$ cat config.mk
export PLATFORM = sky130hd
export DESIGN_NAME = csr_trap_ctrl_flat
export DESIGN_NICKNAME = d
export VERILOG_FILES = /design/src/rtl/csr_trap_ctrl_if.sv /design/src/rtl/csr_trap_ctrl.sv /design/src/flat_wrapper.sv
export SDC_FILE = /design/constraint.sdc
export NUM_CORES = 1
export LEC_CHECK = 0
export CORE_MARGIN = 4
export CORE_UTILIZATION = 45
export DETAILED_ROUTE_END_ITERATION = 12
export DONT_BUFFER_PORTS = 1
export GPL_ROUTABILITY_DRIVEN = 0
export PLACE_DENSITY = 0.71
export SYNTH_ARGS = -nofsm -noshare
export SYNTH_HDL_FRONTEND = slang
export SYNTH_SLANG_ARGS = --single-unit
$ cat constraint.sdc
create_clock -name clk -period 5 [get_ports clk]
set_input_delay 0 -clock clk [delete_from_list [all_inputs] [get_ports clk]]
set_output_delay 0 -clock clk [all_outputs]
set_load 0.005 [all_outputs]
$ cat src/rtl/csr_trap_ctrl_if.sv
// Pipeline <-> trap controller bundle: M-stage event inputs, CSR access port, and stall/flush/redirect controls.
// master = pipeline side, slave = csr_trap_ctrl.
interface csr_trap_ctrl_if #(
  parameter int XLEN = 32
);
  logic [XLEN-1:0] m_pc;
  logic            exc_valid;
  logic [3:0]      exc_code;
  logic [XLEN-1:0] exc_tval;
  logic            irq_ext;
  logic            mret_valid;
  logic            csr_wen;
  logic [11:0]     csr_idx;
  logic [XLEN-1:0] csr_wdat;
  logic [XLEN-1:0] csr_rdat;
  logic            stall;
  logic            flush;
  logic [XLEN-1:0] redirect_pc;

  modport master (
    output m_pc, exc_valid, exc_code, exc_tval, irq_ext, mret_valid,
           csr_wen, csr_idx, csr_wdat,
    input  csr_rdat, stall, flush, redirect_pc
  );

  modport slave (
    input  m_pc, exc_valid, exc_code, exc_tval, irq_ext, mret_valid,
           csr_wen, csr_idx, csr_wdat,
    output csr_rdat, stall, flush, redirect_pc
  );
endinterface

$ cat src/rtl/csr_trap_ctrl.sv
// Machine-mode CSR file and trap/mret sequencer beside the M stage; traps and mret take two cycles
// (accept with stall, then flush+redirect). The pipeline is held by stall; the controller never waits on it.
module csr_trap_ctrl #(
  parameter int              XLEN        = 32,
  parameter logic [XLEN-1:0] MTVEC_RESET = 32'h00000080
) (
  input logic           clk,
  input logic           reset,
  csr_trap_ctrl_if.slave bus
);

  localparam logic [11:0] ADDR_MSTATUS = 12'h300;
  localparam logic [11:0] ADDR_MIE     = 12'h304;
  localparam logic [11:0] ADDR_MTVEC   = 12'h305;
  localparam logic [11:0] ADDR_MEPC    = 12'h341;
  localparam logic [11:0] ADDR_MCAUSE  = 12'h342;
  localparam logic [11:0] ADDR_MTVAL   = 12'h343;
  localparam logic [11:0] ADDR_MIP     = 12'h344;

  localparam logic [XLEN-1:0] ALIGN_MASK = ~(XLEN'(3));
  localparam logic [XLEN-1:0] IRQ_CAUSE  = {1'b1, {(XLEN-5){1'b0}}, 4'hB};

  typedef enum logic [1:0] {
    IDLE = 2'd0,
    TRAP = 2'd1,
    MRET = 2'd2
  } state_t;

  state_t state;
  state_t next_state;

  logic            mstatus_mie;
  logic            mstatus_mpie;
  logic            mie_meie;
  logic [XLEN-1:0] mtvec;
  logic [XLEN-1:0] mepc;
  logic [XLEN-1:0] mcause;
  logic [XLEN-1:0] mtval;

  logic irq_take;
  logic take_exc;
  logic take_irq;
  logic take_mret;
  logic do_csr_wr;

  assign irq_take = mstatus_mie & mie_meie & bus.irq_ext;

  always_ff @(posedge clk) begin
    if (reset) begin
      state <= IDLE;
    end else begin
      state <= next_state;
    end
  end

  // Acceptance is strictly prioritised; a CSR write that loses to a trap/mret is dropped.
  always_comb begin
    next_state      = state;
    take_exc        = 1'b0;
    take_irq        = 1'b0;
    take_mret       = 1'b0;
    do_csr_wr       = 1'b0;
    bus.stall       = 1'b0;
    bus.flush       = 1'b0;
    bus.redirect_pc = '0;
    case (state)
      IDLE: begin
        if (bus.exc_valid) begin
          take_exc   = 1'b1;
          bus.stall  = 1'b1;
          next_state = TRAP;
        end else if (irq_take) begin
          take_irq   = 1'b1;
          bus.stall  = 1'b1;
          next_state = TRAP;
        end else if (bus.mret_valid) begin
          take_mret  = 1'b1;
          bus.stall  = 1'b1;
          next_state = MRET;
        end else if (bus.csr_wen) begin
          do_csr_wr  = 1'b1;
        end
      end
      TRAP: begin
        bus.stall       = 1'b1;
        bus.flush       = 1'b1;
        bus.redirect_pc = mtvec;
        next_state      = IDLE;
      end
      MRET: begin
        bus.stall       = 1'b1;
        bus.flush       = 1'b1;
        bus.redirect_pc = mepc;
        next_state      = IDLE;
      end
      default: begin
        next_state = IDLE;
      end
    endcase
  end

  always_ff @(posedge clk) begin
    if (reset) begin
      mstatus_mie  <= 1'b0;
      mstatus_mpie <= 1'b0;
      mie_meie     <= 1'b0;
      mtvec        <= MTVEC_RESET & ALIGN_MASK;
      mepc         <= '0;
      mcause       <= '0;
      mtval        <= '0;
    end else begin
      if (take_exc) begin
        mepc   <= bus.m_pc & ALIGN_MASK;
        mcause <= {{(XLEN-4){1'b0}}, bus.exc_code};
        mtval  <= bus.exc_tval;
      end else if (take_irq) begin
        mepc   <= bus.m_pc & ALIGN_MASK;
        mcause <= IRQ_CAUSE;
        mtval  <= '0;
      end

      // Interrupt-enable stack moves in the redirect cycle, so the IDLE cycle after a trap sees MIE=0.
      if (state == TRAP) begin
        mstatus_mpie <= mstatus_mie;
        mstatus_mie  <= 1'b0;
      end else if (state == MRET) begin
        mstatus_mie  <= mstatus_mpie;
        mstatus_mpie <= 1'b1;
      end

      if (do_csr_wr) begin
        case (bus.csr_idx)
          ADDR_MSTATUS: begin
            mstatus_mie  <= bus.csr_wdat[3];
            mstatus_mpie <= bus.csr_wdat[7];
          end
          ADDR_MIE:    mie_meie <= bus.csr_wdat[11];
          ADDR_MTVEC:  mtvec    <= bus.csr_wdat & ALIGN_MASK;
          ADDR_MEPC:   mepc     <= bus.csr_wdat & ALIGN_MASK;
          ADDR_MCAUSE: mcause   <= bus.csr_wdat;
          ADDR_MTVAL:  mtval    <= bus.csr_wdat;
          default: ;
        endcase
      end
    end
  end

  always_comb begin
    bus.csr_rdat = '0;
    case (bus.csr_idx)
      ADDR_MSTATUS: begin
        bus.csr_rdat[3] = mstatus_mie;
        bus.csr_rdat[7] = mstatus_mpie;
      end
      ADDR_MIE:    bus.csr_rdat[11] = mie_meie;
      ADDR_MTVEC:  bus.csr_rdat     = mtvec;
      ADDR_MEPC:   bus.csr_rdat     = mepc;
      ADDR_MCAUSE: bus.csr_rdat     = mcause;
      ADDR_MTVAL:  bus.csr_rdat     = mtval;
      ADDR_MIP:    bus.csr_rdat[11] = bus.irq_ext;
      default: ;
    endcase
  end

endmodule

$ cat src/flat_wrapper.sv
// flat-port wrapper written by rule: the top's interface ports become plain ports
module csr_trap_ctrl_flat 
#(
  parameter int              XLEN        = 32,
  parameter logic [XLEN-1:0] MTVEC_RESET = 32'h00000080
)
  (clk, reset, bus_m_pc, bus_exc_valid, bus_exc_code, bus_exc_tval, bus_irq_ext, bus_mret_valid, bus_csr_wen, bus_csr_idx, bus_csr_wdat, bus_csr_rdat, bus_stall, bus_flush, bus_redirect_pc);
  csr_trap_ctrl_if #(.XLEN(XLEN)) bus_i ();
  input logic clk;
  input logic reset;
  input wire logic [$bits(bus_i.m_pc)-1:0] bus_m_pc;
  input wire logic [$bits(bus_i.exc_valid)-1:0] bus_exc_valid;
  input wire logic [$bits(bus_i.exc_code)-1:0] bus_exc_code;
  input wire logic [$bits(bus_i.exc_tval)-1:0] bus_exc_tval;
  input wire logic [$bits(bus_i.irq_ext)-1:0] bus_irq_ext;
  input wire logic [$bits(bus_i.mret_valid)-1:0] bus_mret_valid;
  input wire logic [$bits(bus_i.csr_wen)-1:0] bus_csr_wen;
  input wire logic [$bits(bus_i.csr_idx)-1:0] bus_csr_idx;
  input wire logic [$bits(bus_i.csr_wdat)-1:0] bus_csr_wdat;
  output wire logic [$bits(bus_i.csr_rdat)-1:0] bus_csr_rdat;
  output wire logic [$bits(bus_i.stall)-1:0] bus_stall;
  output wire logic [$bits(bus_i.flush)-1:0] bus_flush;
  output wire logic [$bits(bus_i.redirect_pc)-1:0] bus_redirect_pc;
  assign bus_i.m_pc = bus_m_pc;
  assign bus_i.exc_valid = bus_exc_valid;
  assign bus_i.exc_code = bus_exc_code;
  assign bus_i.exc_tval = bus_exc_tval;
  assign bus_i.irq_ext = bus_irq_ext;
  assign bus_i.mret_valid = bus_mret_valid;
  assign bus_i.csr_wen = bus_csr_wen;
  assign bus_i.csr_idx = bus_csr_idx;
  assign bus_i.csr_wdat = bus_csr_wdat;
  assign bus_csr_rdat = bus_i.csr_rdat;
  assign bus_stall = bus_i.stall;
  assign bus_flush = bus_i.flush;
  assign bus_redirect_pc = bus_i.redirect_pc;
  csr_trap_ctrl #(.XLEN(XLEN), .MTVEC_RESET(MTVEC_RESET)) u_core (.clk(clk), .reset(reset), .bus(bus_i));
endmodule
==> results.toml <==
[floorplan]
io_pins = 184
fp-row-count = 45
start_util_pct = 46.37
core_mm2 = 0.01531
die_area_mm2 = 0.01786
die-width_um = 133.6
die_h_um = 133.6

[drt]
wl_per_cell_um = 25.31
vias = 7633
drc = 0
drt_iter0_markers = 862
avgViaCountPerCell = 6.809
drtAntennaViolNets = 0
first_pass_iters = 5
wl_um = 28370

[run_status]
status = "finished, final reports clean"

[synth]
syn_area_per_cell_um2 = 8.485
synth.top_cell.area_share_pct = 36.93
yosysMostFrequentCell = "dfxtp_1"
synth_seq_cells = 131
synthTopCellsByArea = "dfxtp_1 37%, mux2i_1 9.4%, a22oi_1 6.9%"
syn-num-nets = 959
synth_warnings = 0
yosysUniqueCellTypes = 47
yosysTopAreaCell = "dfxtp_1"
synth-edff-count = 0
synth_common_cells = "131 x dfxtp_1, 90 x a21oi_1, 79 x clkbuf_1"
synth_area_mm2 = 0.007102
yosysSeqAreaShare_pct = 36.93
synthCells = 837
synth_ff_type = "dfxtp_1"
async_reset_ff_share_pct = 0

[placed_design]
pre_cts_slack_ns = 1.799
place_area_mm2 = 0.007096
dpl.cell_count = 960
hpwlAfterDp_um = 15000
portBuffers = 0

[timing]
tns_ns = 0
fmax_mhz = 256.0
tightest_slew_ns = 1.159
slew_viol_final = 0
finalHoldViolCount = 0
setup_viol = 0
finalWorstSetupSlack_ns = 1.094
hold_slack_ns = 0.001588
finClkSkew_ns = 0.01226
rsz0062_at_grt = "no"
fin_crit_ns = 3.906
slew_headroom_pct = 22.51
min_period_over_period_pct = 78.13

[clocking]
cts.clk_slew.worst_paths_ns = 0.06
ctsHtreeMaxLevel = 4
clk_latency_ns = 0.43
cts_tree = "built"
clockBufferDepth = 2
cts_buffers = 17
root_buffer = "clkbuf_16"
cts_resized = 0
cts.sinks = 131

[setup_path]
worstPathArrival_ns = 4.27
path_class = "reg -> reg"
r2r-end = "u_core.mepc[4]$_SDFF_PP0_"
critPathRequiredTime_ns = 5.37
endpoint_kind = "flop"
crit_fanout = 30
ff2ff_setup_slack_ns = 1.09
r2r_cells = 9
rr_startpoint = "u_core.state[0]$_SDFFE_PP0P_"
start_kind = "flop"

[run]
drv_cap = 0

[worst_hold_path]
min_to = "u_core.mtvec[18]$_SDFFE_PP0P_"
min_from = "reset"
hold_depth = 2
hold_path_class = "in -> reg"

[global_routing]
grt_pass1_vias = 7623
grt_pass1_wl_um = 43410
antenna_found_initial = 1
grt_use_total_pct = 30.77
grt.overflow.total = 0
grt_max_degree = 91

[pwr]
power.density_mw_per_mm2 = 301.5
p_leak_nw = 3.029
fin_total_pwr_mw = 2.715
peakVddDrop_mv = 0.2192

[final_layout]
fin_cells = 1121
syn_to_final_growth_pct = 26.80
num-fill-cells = 1336
final_core_util_pct = 58.80
fin_nets = 1019
drive_gt1_share_pct = 8.361
final_cell_area_mm2 = 0.009005
## metal layers
layer | vias to the layer above | track usage, % | share of wire, % | wire (µm)
met5 | - | 0 | 0 | 0
met2 | 522 | 49.94 | 47 | 13330
met4 | 0 | 14.23 | 3.3 | 946
met1 | 3675 | 38.21 | 39 | 11000
met3 | 81 | 8.157 | 11 | 3094
li1 | 3355 | - | - | -
## timing repair
action	4_1_cts	5_1_grt
setup buffers	0	0
hold endpoints to repair	131	0
hold buffers	129	0
## worst max-delay path, stage by stage (launching register included)
cell	delay (ns)
dfxtp_1	0.32
inv_1	0.11
ha_1	0.34
nand3b_1	0.17
nor4_4	0.15
buf_4	0.41
nand4_1	0.97
buf_4	0.58
a21oi_1	0.18
dlygate4sd3_1	0.58
## cells by family (layout without fill, tap and decap cells)
kind of cell,count (synthesis),after routing,synth area share (%)
AND/OR/NAND/NOR,208,208,14.76
AO/OA/AOI/OAI,319,319,31.99
adder cells (fa/ha/maj),4,4,0.7047
buffers and inverters,108,180,6.166
other,0,1,0
multiplexers,67,67,9.443
flip-flops,131,131,36.93
## registers in the layout (all words and copies together), names as in the netlist
| signal | cells |
|---|---|
| u_core.mepc | 32 |
| u_core.mcause | 32 |
| u_core.state | 2 |
| u_core.mie_meie | 1 |
| u_core.mtvec | 30 |
| u_core.mstatus_mpie | 1 |
| u_core.mtval | 32 |
| u_core.mstatus_mie | 1 |
## how the worst max path moves through the flow
| stage | startpoint | end | slack [ns] | cells after the start |
|---|---|---|---|---|
| 2_1_floorplan | u_core.state[0]$_SDFFE_PP0P_ | u_core.mtval[0]$_SDFF_PP0_ | 3.02 | 9 |
| 3_3_place_gp | u_core.state[0]$_SDFFE_PP0P_ | u_core.mepc[31]$_SDFF_PP0_ | 1.92 | 8 |
| 3_5_place_dp | u_core.state[0]$_SDFFE_PP0P_ | u_core.mepc[6]$_SDFF_PP0_ | 1.80 | 8 |
| 4_1_cts | u_core.state[0]$_SDFFE_PP0P_ | u_core.mepc[7]$_SDFF_PP0_ | 1.27 | 9 |
| 5_1_grt | u_core.state[0]$_SDFFE_PP0P_ | u_core.mepc[3]$_SDFF_PP0_ | 0.93 | 9 |
| 6_report | u_core.state[0]$_SDFFE_PP0P_ | u_core.mepc[4]$_SDFF_PP0_ | 1.09 | 9 |
## cell usage in the layout (no fill, tap or decap), types with 17 or more instances in the layout
master / instances
o21ai_0: 28
nor2_1: 64
nor3_1: 40
o211ai_1: 29
o41ai_1: 30
a211oi_1: 21
clkbuf_16: 17
a21oi_1: 90
dfxtp_1: 131
a22oi_1: 65
dlygate4sd3_1: 127
nand3_1: 59
a221o_1: 29
mux2i_1: 67
## layout make-up
cell class              instances  area (µm²)  share of cell area [%]
flip-flops and latches        131        2623                   29.12
diodes                          1       2.502                 0.02779
inverters                       6       22.52                  0.2501
clock buffers                  22       484.2                   5.377
repair buffers                143        1424                   15.81
well taps                     211       264.0                   2.932
clock inverters                 9       103.9                   1.153
multi-input cells             598        4081                   45.32
## power by group
part / internal, mW / leakage, nW / switching (mW)
combinational: 0.157 / 1.68 / 0.183
clock: 0.781 / 0.288 / 0.485
sequential: 1.08 / 1.07 / 0.0263
total: 2.02 / 3.03 / 0.695
Power figures use the tool's default switching activity.
